--- config.mk ---
export PLATFORM = sky130hd
export DESIGN_NAME = dmem_arbiter
export DESIGN_NICKNAME = d
export VERILOG_FILES = /design/src/rtl/dmem_arb_pkg.sv /design/src/rtl/dmem_arb_age_cnt.sv /design/src/rtl/dmem_arbiter.sv
export SDC_FILE = /design/constraint.sdc
export NUM_CORES = 1
export LEC_CHECK = 0
export CELL_PAD_IN_SITES_DETAIL_PLACEMENT = 1
export CELL_PAD_IN_SITES_GLOBAL_PLACEMENT = 1
export CORE_MARGIN = 2
export CORE_UTILIZATION = 32
export DETAILED_ROUTE_END_ITERATION = 10
export PLACE_DENSITY = 0.85
export SLEW_MARGIN = 0
export SYNTH_ARGS = -nofsm -noshare
export SYNTH_HDL_FRONTEND = slang
export SYNTH_SLANG_ARGS = --single-unit
--- constraint.sdc ---
create_clock -name clk -period 6.2 [get_ports clk]
set_clock_uncertainty 0.2 [all_clocks]
set_input_delay 1.24 -clock clk [delete_from_list [all_inputs] [get_ports clk]]
set_output_delay 1.24 -clock clk [all_outputs]
set_load 0.005 [all_outputs]
--- src/rtl/dmem_arb_pkg.sv ---
// rtl/dmem_arb_pkg.sv - shared types for the data-memory arbiter
package dmem_arb_pkg;

    typedef enum logic [1:0] {
        IDLE  = 2'd0,
        ISSUE = 2'd1,
        WAIT  = 2'd2,
        RESP  = 2'd3
    } state_t;

    typedef enum logic {
        OWN_CPU  = 1'b0,
        OWN_HOST = 1'b1
    } owner_t;

endpackage

--- src/rtl/dmem_arb_age_cnt.sv ---
// rtl/dmem_arb_age_cnt.sv - saturating host wait counter; sat forces a host grant
module dmem_arb_age_cnt #(
    parameter int MAX_WAIT = 8
) (
    input  logic clk,
    input  logic rst,
    input  logic inc,
    input  logic clr,
    output logic sat
);

    localparam int CW = $clog2(MAX_WAIT + 1);

    logic [CW-1:0] cnt_q;

    always_ff @(posedge clk or posedge rst) begin
        if (rst) begin
            cnt_q <= '0;
        end else if (clr) begin
            cnt_q <= '0;
        end else if (inc && (cnt_q < CW'(MAX_WAIT))) begin
            cnt_q <= cnt_q + 1'b1;
        end
    end

    assign sat = (cnt_q >= CW'(MAX_WAIT));

endmodule

--- src/rtl/dmem_arbiter.sv ---
// rtl/dmem_arbiter.sv - CPU/host single-port data memory arbiter, CPU priority
// Optional host aging under DMEM_ARB_AGE_EN.
module dmem_arbiter
    import dmem_arb_pkg::*;
#(
    parameter int AW      = 16,
    parameter int DW      = 32,
    parameter int MEM_LAT = 1
`ifdef DMEM_ARB_AGE_EN
    ,
    parameter int MAX_WAIT = 8
`endif
) (
    input  logic          clk,
    input  logic          rst,
    input  logic          cpu_req,
    input  logic          cpu_we,
    input  logic [AW-1:0] cpu_addr,
    input  logic [DW-1:0] cpu_wdata,
    output logic          cpu_ack,
    output logic [DW-1:0] cpu_rdata,
    input  logic          host_req,
    input  logic          host_we,
    input  logic [AW-1:0] host_addr,
    input  logic [DW-1:0] host_wdata,
    output logic          host_ack,
    output logic [DW-1:0] host_rdata,
    output logic          mem_en,
    output logic          mem_we,
    output logic [AW-1:0] mem_addr,
    output logic [DW-1:0] mem_wdata,
    input  logic [DW-1:0] mem_rdata,
    output logic          busy
);

    localparam int LW = (MEM_LAT > 1) ? $clog2(MEM_LAT) : 1;

    state_t        state_q, state_d;
    owner_t        owner_q;
    logic          we_q;
    logic [LW-1:0] lat_q;
    logic          grant_cpu;
    logic          grant_host;
    logic          host_first;
    logic          sample_rd;

`ifdef DMEM_ARB_AGE_EN
    logic age_sat;

    dmem_arb_age_cnt #(
        .MAX_WAIT(MAX_WAIT)
    ) u_age_cnt (
        .clk(clk),
        .rst(rst),
        .inc(host_req & ~grant_host),
        .clr(grant_host),
        .sat(age_sat)
    );

    assign host_first = age_sat;
`else
    assign host_first = 1'b0;
`endif

    always_comb begin
        state_d    = state_q;
        grant_cpu  = 1'b0;
        grant_host = 1'b0;
        mem_en     = 1'b0;
        mem_we     = 1'b0;
        cpu_ack    = 1'b0;
        host_ack   = 1'b0;
        sample_rd  = 1'b0;
        case (state_q)
            IDLE: begin
                if (host_req && (!cpu_req || host_first)) begin
                    grant_host = 1'b1;
                    state_d    = ISSUE;
                end else if (cpu_req) begin
                    grant_cpu = 1'b1;
                    state_d   = ISSUE;
                end
            end
            ISSUE: begin
                mem_en  = 1'b1;
                mem_we  = we_q;
                state_d = WAIT;
            end
            WAIT: begin
                if (lat_q == '0) begin
                    sample_rd = ~we_q;
                    state_d   = RESP;
                end
            end
            RESP: begin
                cpu_ack  = (owner_q == OWN_CPU);
                host_ack = (owner_q == OWN_HOST);
                state_d  = IDLE;
            end
            default: state_d = IDLE;
        endcase
    end

    assign busy = (state_q != IDLE);

    // Address/data are captured once at grant so requester changes mid-flight are ignored.
    always_ff @(posedge clk or posedge rst) begin
        if (rst) begin
            state_q    <= IDLE;
            owner_q    <= OWN_CPU;
            we_q       <= 1'b0;
            mem_addr   <= '0;
            mem_wdata  <= '0;
            lat_q      <= '0;
            cpu_rdata  <= '0;
            host_rdata <= '0;
        end else begin
            state_q <= state_d;
            if (grant_cpu) begin
                owner_q   <= OWN_CPU;
                we_q      <= cpu_we;
                mem_addr  <= cpu_addr;
                mem_wdata <= cpu_wdata;
            end else if (grant_host) begin
                owner_q   <= OWN_HOST;
                we_q      <= host_we;
                mem_addr  <= host_addr;
                mem_wdata <= host_wdata;
            end
            if (state_q == ISSUE) begin
                lat_q <= LW'(MEM_LAT - 1);
            end else if ((state_q == WAIT) && (lat_q != '0)) begin
                lat_q <= lat_q - 1'b1;
            end
            if (sample_rd) begin
                if (owner_q == OWN_CPU) begin
                    cpu_rdata <= mem_rdata;
                end else begin
                    host_rdata <= mem_rdata;
                end
            end
        end
    end

endmodule

==> results of run 1 <==
-- registers in the layout, summed over array words and instances, names as in the netlist --
name and cells:
owner_q 1, lat_q 1, mem_wdata 32, mem_addr 16
host_rdata 32, state_q 2, cpu_rdata 32, we_q 1
-- path summary, 6_finish.rpt --
kind | start | endpoint | slack (ps)
worst max-delay path | cpu_req | mem_addr[1] | 2700
worst min-delay path | host_rdata[0] | host_rdata[0] | 300
worst max register to register | state_q[0] | mem_addr[1] | 3330
worst min register to register | host_rdata[0] | host_rdata[0] | 300
max in group asynchronous | rst | mem_addr[12] | 3520
min in group asynchronous | rst | cpu_rdata[9] | 1200
-- cell type report --
| cell class | count | share of cell area |
|---|---|---|
| clock inverters | 9 | 0.0153 |
| multi-input cells | 182 | 0.184 |
| clock buffers | 23 | 0.0623 |
| well taps | 184 | 0.0288 |
| flip-flops and latches | 117 | 0.366 |
| repair buffers | 255 | 0.318 |
| inverters | 54 | 0.0257 |
-- cell usage in the layout, fill, tap and decap left out, drive strengths merged --
master,n
bufinv,3
inv,54
dfrtp,117
buf,5
nor3b,2
and2b,1
nand3b,1
clkbuf,23
clkinvlp,1
and2,3
clkinv,5
ha,5
clkdlybuf4s50,250
nand2,1
o22ai,50
mux2,65
o32a,1
nor4b,2
a21oi,51
-- routing by layer --
metal  vias up  wire length [um]  track usage
li1       1815                 -            -
met1      1966              5900        0.216
met2       173              7820        0.348
met3        25               976       0.0608
met4         0               345       0.0810
met5         -                 0            0
-- cell usage after synthesis (2+ instances only) --
cell type | n | area (um^2)
ha_1 | 5 | 62.6
inv_1 | 54 | 203
nor3b_1 | 2 | 15.0
mux2_2 | 62 | 698
and2_1 | 3 | 18.8
nor4b_4 | 2 | 47.6
clkbuf_1 | 13 | 48.8
buf_2 | 6 | 30.0
a21oi_1 | 51 | 255
o22ai_1 | 50 | 313
dfrtp_1 | 117 | 2930
mux2_1 | 3 | 33.8
buf_6 | 3 | 33.8
-- power breakdown --
group          internal, mW  switching (mW)  total, mW
Sequential             1.14           0.224       1.37
Combinational          1.02           0.592       1.61
Clock                 0.681           0.326       1.01
Total                  2.84            1.14       3.98
-- critical path: stages --
cell and delay, ps:
clkdlybuf4s50_1 550, nand3b_1 160, buf_4 440, and2_2 850, a21oi_1 220
-- logic make-up (layout without fill, tap and decap cells) --
logic type                 Yosys count  in the layout  share of synthesized area
muxes                               65             65                      0.155
DFF                                117            117                      0.621
and+or+nand+nor                     10             10                     0.0212
adders and majority gates            5              5                     0.0133
AOI/OAI and AO/OA                  102            102                      0.123
buffers and inverters               76            341                     0.0669
-- per-stage QoR --
stage	hold WS, ps	power [mW]	cell area, um^2
2_1_floorplan	283	1.95	4720
3_3_place_gp	270	2.91	7380
3_5_place_dp	295	3.00	7380
4_1_cts	307	4.05	8000
5_1_grt	324	4.22	8000
6_report	303	3.98	8000
==> results.md, run 1 <==
- Status: finished, final reports clean
- Core Footprint: 14500 um^2
- Pin count of the biggest net entering global routing: 78
- Pin slew with the least headroom to its limit: 928 ps
- Async set or reset register ratio after synthesis: 1.00
- Register area: 2930 um^2
- Chip height: 125 um
- Max_slew headroom: 0.382
- Fillers: 1539
- Mapped Nets: 514
- Synth warn: 0
- Clock Pin Slew Worst Setup and Hold Paths: 50 ps
- Fin nets: 766
- R2R cell count: 6
- CTS tree: yes
- ANT cells: 0
- Multi-input logic area: 1470 um^2
- Share of layout cells above drive strength 1: 0.159
- Area grow syn2layout: 69.6%
- Via density: 4.83
- Non-Filler Instances: 824
- First-pass GRT wire length: 24.0 mm
- Gate Count Post-Synth: 375
- I/O pin cnt: 251
- GRT overflow: 0
- Peak supply drop: 186 uV
- Port bufs: 250
- Die ar.: 15700 um^2
- Main synth FF type: dfrtp_1
- Clk sink count: 117
- Initial core utilization: 0.326
- Total power divided by cell area: 498 nW/um^2
- Setup CP Type: in -> reg
- Vias in the first global route: 4565
- Count of final hold-check violations: 0
- Seq cells post-synth: 117
- Htree depth: 4
- CTS hold repair buffers: 0
- Post-synth EDFFs: 0
- Worst EP required: 6230 ps
- Cell Area, Synth: 4720 um^2
- Crit path DAT: 3530 ps
- Root Buffer: clkbuf_16
- First-pass DRT Iterations: 4
- Worst Hold Class: reg -> reg
- Pre-CTS setup slack: 2360 ps
- Leakage power: 3.49 nW
- Post-CTS sizing: 0
- Post-CTS Repair Setup Buffers: 0
- Final period util: 0.564
- Final antenna-violating net count: 0
- Final Util: 0.552
- RSZ-0062 raised after global routing: false
- Final GP Congestion: 0.769
- Highest clock rate: 286 MHz
- Initial DRC count: 117
- Setup_tns: 0 ps
- Setup-failing EPs final: 0
- Syn_area_per_cell: 12.6 um^2
- Worst-skew pair later-pin latency: 400 ps
- Cell row count: 44
- Crit-path max FO: 50
- Startpoint types: input port
- Cell Count Post-Placement: 792
- Clock Path Buffers: 2
- Total CTS buffers: 17
- Setup ws final: 2700 ps
- Max-slew violations: 0
- Max-cap violations: 0
- Post-DP HPWL: 11.1 mm
- Tot GR Track Use: 0.195
- Final min period: 3500 ps
- WL final: 15.0 mm
- Drt wl/cell: 18.3 um
- CP Capture Type: register
- Synth cell types: 17
- Post-route DRC: 0
- Sequential-to-total area share from yosys stat: 0.621
- Initial antenna violation count: 0
- Routed vias: 3979
- Die width: 125 um
- Worst Hold Path Cells: 1
Note: power is estimated with default switching activity, not from simulation.
==> run 2, diff against run 1 <==
CORE_UTILIZATION = 27   (was 32)
PLACE_DENSITY = 0.76   (was 0.85)
clock period = 3.2 ns   (was 6.2 ns; I/O delays follow)
==> results.md, run 2 (synthesized netlist as in run 1, its figures left out) <==
- Die ar.: 18500 um^2
- Area grow syn2layout: 73.5%
- Initial antenna violation count: 0
- Fin nets: 768
- Root Buffer: clkbuf_16
- Clock Pin Slew Worst Setup and Hold Paths: 50 ps
- Port bufs: 250
- Htree depth: 4
- Startpoint types: register
- Max_slew headroom: 0.444
- Worst EP required: 2360 ps
- Final min period: 2620 ps
- Sw Pwr: 2.22 mW
- Setup CP Type: reg -> out
- First-pass GRT wire length: 23.6 mm
- Largest registers: cpu_rdata (32), host_rdata (32), mem_wdata (32)
- Clock Path Buffers: 2
- WL final: 15.1 mm
- Max-cap violations: 0
- Leakage power: 3.54 nW
- Cell row count: 48
- Most common cell after layout, fill and taps aside: clkdlybuf4s50_1
- Switching Fraction: 0.281
- Via density: 4.50
- Core Footprint: 17200 um^2
- Non-Filler Instances: 867
- Die width: 136 um
- Total CTS buffers: 17
- Int Pwr: 5.69 mW
- Final period util: 0.820
- GRT overflow: 0
- Count of final hold-check violations: 0
- Dpl cell area: 7510 um^2
- Most frequent cells in the layout: clkdlybuf4s50_1, dfrtp_1, mux2_2
- Worst-skew pair later-pin latency: 400 ps
- Highest clock rate: 381 MHz
- ANT cells: 0
- Final Util: 0.476
- Setup ws final: 577 ps
- Total power divided by cell area: 966 nW/um^2
- Tot GR Track Use: 0.166
- Setup_tns: 0 ps
- Worst-case hold slack: 304 ps
- Post-CTS sizing: 0
- Initial core utilization: 0.275
- Final GP Congestion: 0.792
- Part of the power in the clock network: 0.269
- Combinational power share: 0.398
- Pin slew with the least headroom to its limit: 832 ps
- Clk sink count: 117
- Crit-path max FO: 4
- Post-DP HPWL: 11.3 mm
- Drt wl/cell: 17.4 um
- Peak supply drop: 367 uV
- RSZ-0062 raised after global routing: false
- Crit path DAT: 1780 ps
- Setup-failing EPs final: 0
- Pin count of the biggest net entering global routing: 51
- Chip height: 136 um
- Routed vias: 3898
- Share of layout cells above drive strength 1: 0.164
- CP Capture Type: output pin
- Finished Cell Area: 8180 um^2
- Worst Hold Class: reg -> reg
- Pre-CTS setup slack: 654 ps
- CTS hold repair buffers: 0
- Max-slew violations: 0
- I/O pin cnt: 251
- Post-CTS Repair Setup Buffers: 0
- Vias in the first global route: 4562
- Post-route DRC: 0
- Register share of total power: 0.333
- First-pass DRT Iterations: 3
- Tot Pwr: 7.91 mW
- Final antenna-violating net count: 0
- CTS tree: yes
- Status: finished, final reports clean
- Initial DRC count: 99
- Cell Count Post-Placement: 835
[run 2: cell types whose count changed in the layout (fill, tap and decap cells not counted)]
cell and change:
buf_12 +5, clkinv_2 -4, buf_4 -3, clkinv_4 +3, bufinv_16 +2, clkinvlp_4 +2
clkbuf_1 -1, clkbuf_8 -1, inv_4 -1
[run 2: per-layer routing]
metal  wire length (um)  track usage  vias up
met5                  0            0        -
met4                279       0.0567        0
met3               1100       0.0544       18
met2               8020        0.303      148
met1               5660        0.179     1916
li1                   -            -     1816
[run 2: path summary, 6_finish.rpt]
path,startpoint,to,slack (ps),depth (start not counted)
max,state_q[1],mem_we,580,4
min,host_rdata[0],host_rdata[0],300,1
max reg2reg,state_q[0],host_rdata[3],980,5
min reg2reg,host_rdata[0],host_rdata[0],300,1
max in group asynchronous,rst,host_rdata[23],1560,3
min in group asynchronous,rst,mem_wdata[1],560,2
[run 2: worst max-delay path, stage by stage (launching register included)]
cell and delay (ps):
dfrtp_1 410, inv_1 120, ha_1 200, and2_1 130
clkdlybuf4s50_1 530
[run 2: layout make-up]
type,count,area (um^2)
clock buffers,21,480
fillers,1831,8990
well taps,225,282
clock inverters,11,196
repair buffers,257,2620
flip-flops and latches,117,2930
multi-input cells,182,1470
inverters,54,206
[run 2: power by group through the flow]
stage          logic (mW)  clock network [mW]  registers, mW
2_1_floorplan        1.13                   0           2.65
3_3_place_gp         3.09                   0           2.61
3_5_place_dp         3.20                   0           2.66
4_1_cts              3.22                2.18           2.65
5_1_grt              3.43                2.26           2.74
6_report             3.15                2.13           2.63
==> run 3, diff against run 2 <==
clock period = 2.4 ns   (was 3.2 ns; I/O delays follow)
==> results.md, run 3 (synthesized netlist as in run 1, its figures left out) <==
- Clock Path Buffers: 2
- Initial antenna violation count: 0
- Root Buffer: clkbuf_16
- Startpoint types: register
- Int Pwr: 7.41 mW
- Htree depth: 4
- Fin nets: 774
- CP Capture Type: output pin
- Peak supply drop: 469 uV
- Max-cap violations: 0
- Setup_tns: 0 ps
- Pin count of the biggest net entering global routing: 62
- Leakage power: 3.56 nW
- Post-DP HPWL: 11.2 mm
- Clk sink count: 117
- Max-slew violations: 0
- I/O pin cnt: 251
- Vias in the first global route: 4553
- Status: finished, final reports clean
- Count of final hold-check violations: 0
- Final period util: 0.963
- Final GP Congestion: 0.742
- Via density: 4.57
- Drt wl/cell: 17.2 um
- Most frequent cells in the layout: clkdlybuf4s50_1, dfrtp_1, mux2_2
- Combinational power share: 0.409
- First-pass GRT wire length: 23.3 mm
- Final min period: 2310 ps
- Die ar.: 18500 um^2
- Routed vias: 3987
- Cell row count: 48
- Pin slew with the least headroom to its limit: 403 ps
- Cell Count Post-Placement: 838
- Setup-failing EPs final: 0
- Initial core utilization: 0.275
- Chip height: 136 um
- CTS hold repair buffers: 0
- Switching Fraction: 0.286
- First-pass DRT Iterations: 4
- Core Footprint: 17200 um^2
- Non-Filler Instances: 873
- Setup CP Type: reg -> out
- Share of layout cells above drive strength 1: 0.177
- Most common cell after layout, fill and taps aside: clkdlybuf4s50_1
- Total power divided by cell area: 1270 nW/um^2
- Worst EP required: 1720 ps
- Die width: 136 um
- Final antenna-violating net count: 0
- Total CTS buffers: 17
- Final Util: 0.477
- CTS tree: yes
- Initial DRC count: 123
- Register share of total power: 0.337
- Setup ws final: 88.4 ps
- Clock Pin Slew Worst Setup and Hold Paths: 50 ps
- ANT cells: 0
- Worst Hold Class: reg -> reg
- Tot GR Track Use: 0.164
- Fillers: 1832
- Crit-path max FO: 4
- GRT overflow: 0
- Worst-skew pair later-pin latency: 400 ps
- Crit path DAT: 1630 ps
- Max_slew headroom: 0.731
- Port bufs: 250
- Pre-CTS setup slack: 204 ps
- Area grow syn2layout: 73.6%
- Largest registers: cpu_rdata (32), host_rdata (32), mem_wdata (32)
- Sw Pwr: 2.97 mW
- Highest clock rate: 433 MHz
- Part of the power in the clock network: 0.254
- WL final: 15.1 mm
- Post-route DRC: 0
[run 3: metal layers]
layer  global-route usage  part of all wire  up-vias
li1                     -                 -     1830
met1                0.175              0.38     1980
met2                0.304              0.53      154
met3               0.0515             0.069       23
met4               0.0556             0.018        0
met5                    0                 0        -
[run 3: worst max-delay path: stages (launching register included)]
cell,delay (ps)
dfrtp_1,410
ha_1,220
and2_1,140
clkdlybuf4s50_1,470
[run 3: final cells by class]
| type | count | area [um^2] | area share |
|---|---|---|---|
| well taps | 225 | 282 | 0.0344 |
| clock buffers | 21 | 480 | 0.0587 |
| multi-input cells | 182 | 1480 | 0.181 |
| flip-flops and latches | 117 | 2930 | 0.358 |
| repair buffers | 263 | 2670 | 0.326 |
| inverters | 54 | 206 | 0.0252 |
| clock inverters | 11 | 146 | 0.0179 |
[run 3: power groups by stage]
stage,Clock [mW],Sequential [mW],Combinational [mW]
finish,2.64,3.50,4.24
global route,2.78,3.63,4.60
CTS,2.71,3.51,4.31
detailed placement,0,3.53,4.27
global placement,0,3.47,4.13
floorplan,0,3.53,1.51
[run 3: timing repair]
item,4_1_cts,5_1_grt
pin swaps,0,0
buffers inserted,1,2
setup endpoints to repair,2,3
gates resized for setup,3,4
[run 3: final timing paths]
kind | startpoint | endpoint | slack, ps | cells past startpoint
min in group asynchronous | rst | mem_wdata[12] | 340 | 3
worst max register to register | state_q[0] | host_rdata[0] | 380 | 5
worst max-delay path | state_q[0] | host_ack | 90 | 3
worst min register to register | cpu_rdata[21] | cpu_rdata[21] | 290 | 1
max in group asynchronous | rst | host_rdata[30] | 1380 | 3
worst min-delay path | cpu_rdata[21] | cpu_rdata[21] | 290 | 1
[run 3: stage by stage]
stage | area, um^2 | hold WS, ps | power [mW]
global placement | 7530 | 270 | 7.60
CTS | 8170 | 293 | 10.5
global route | 8190 | 318 | 11.0
finish | 8190 | 290 | 10.4
detailed placement | 7530 | 281 | 7.81
floorplan | 4720 | 283 | 5.04
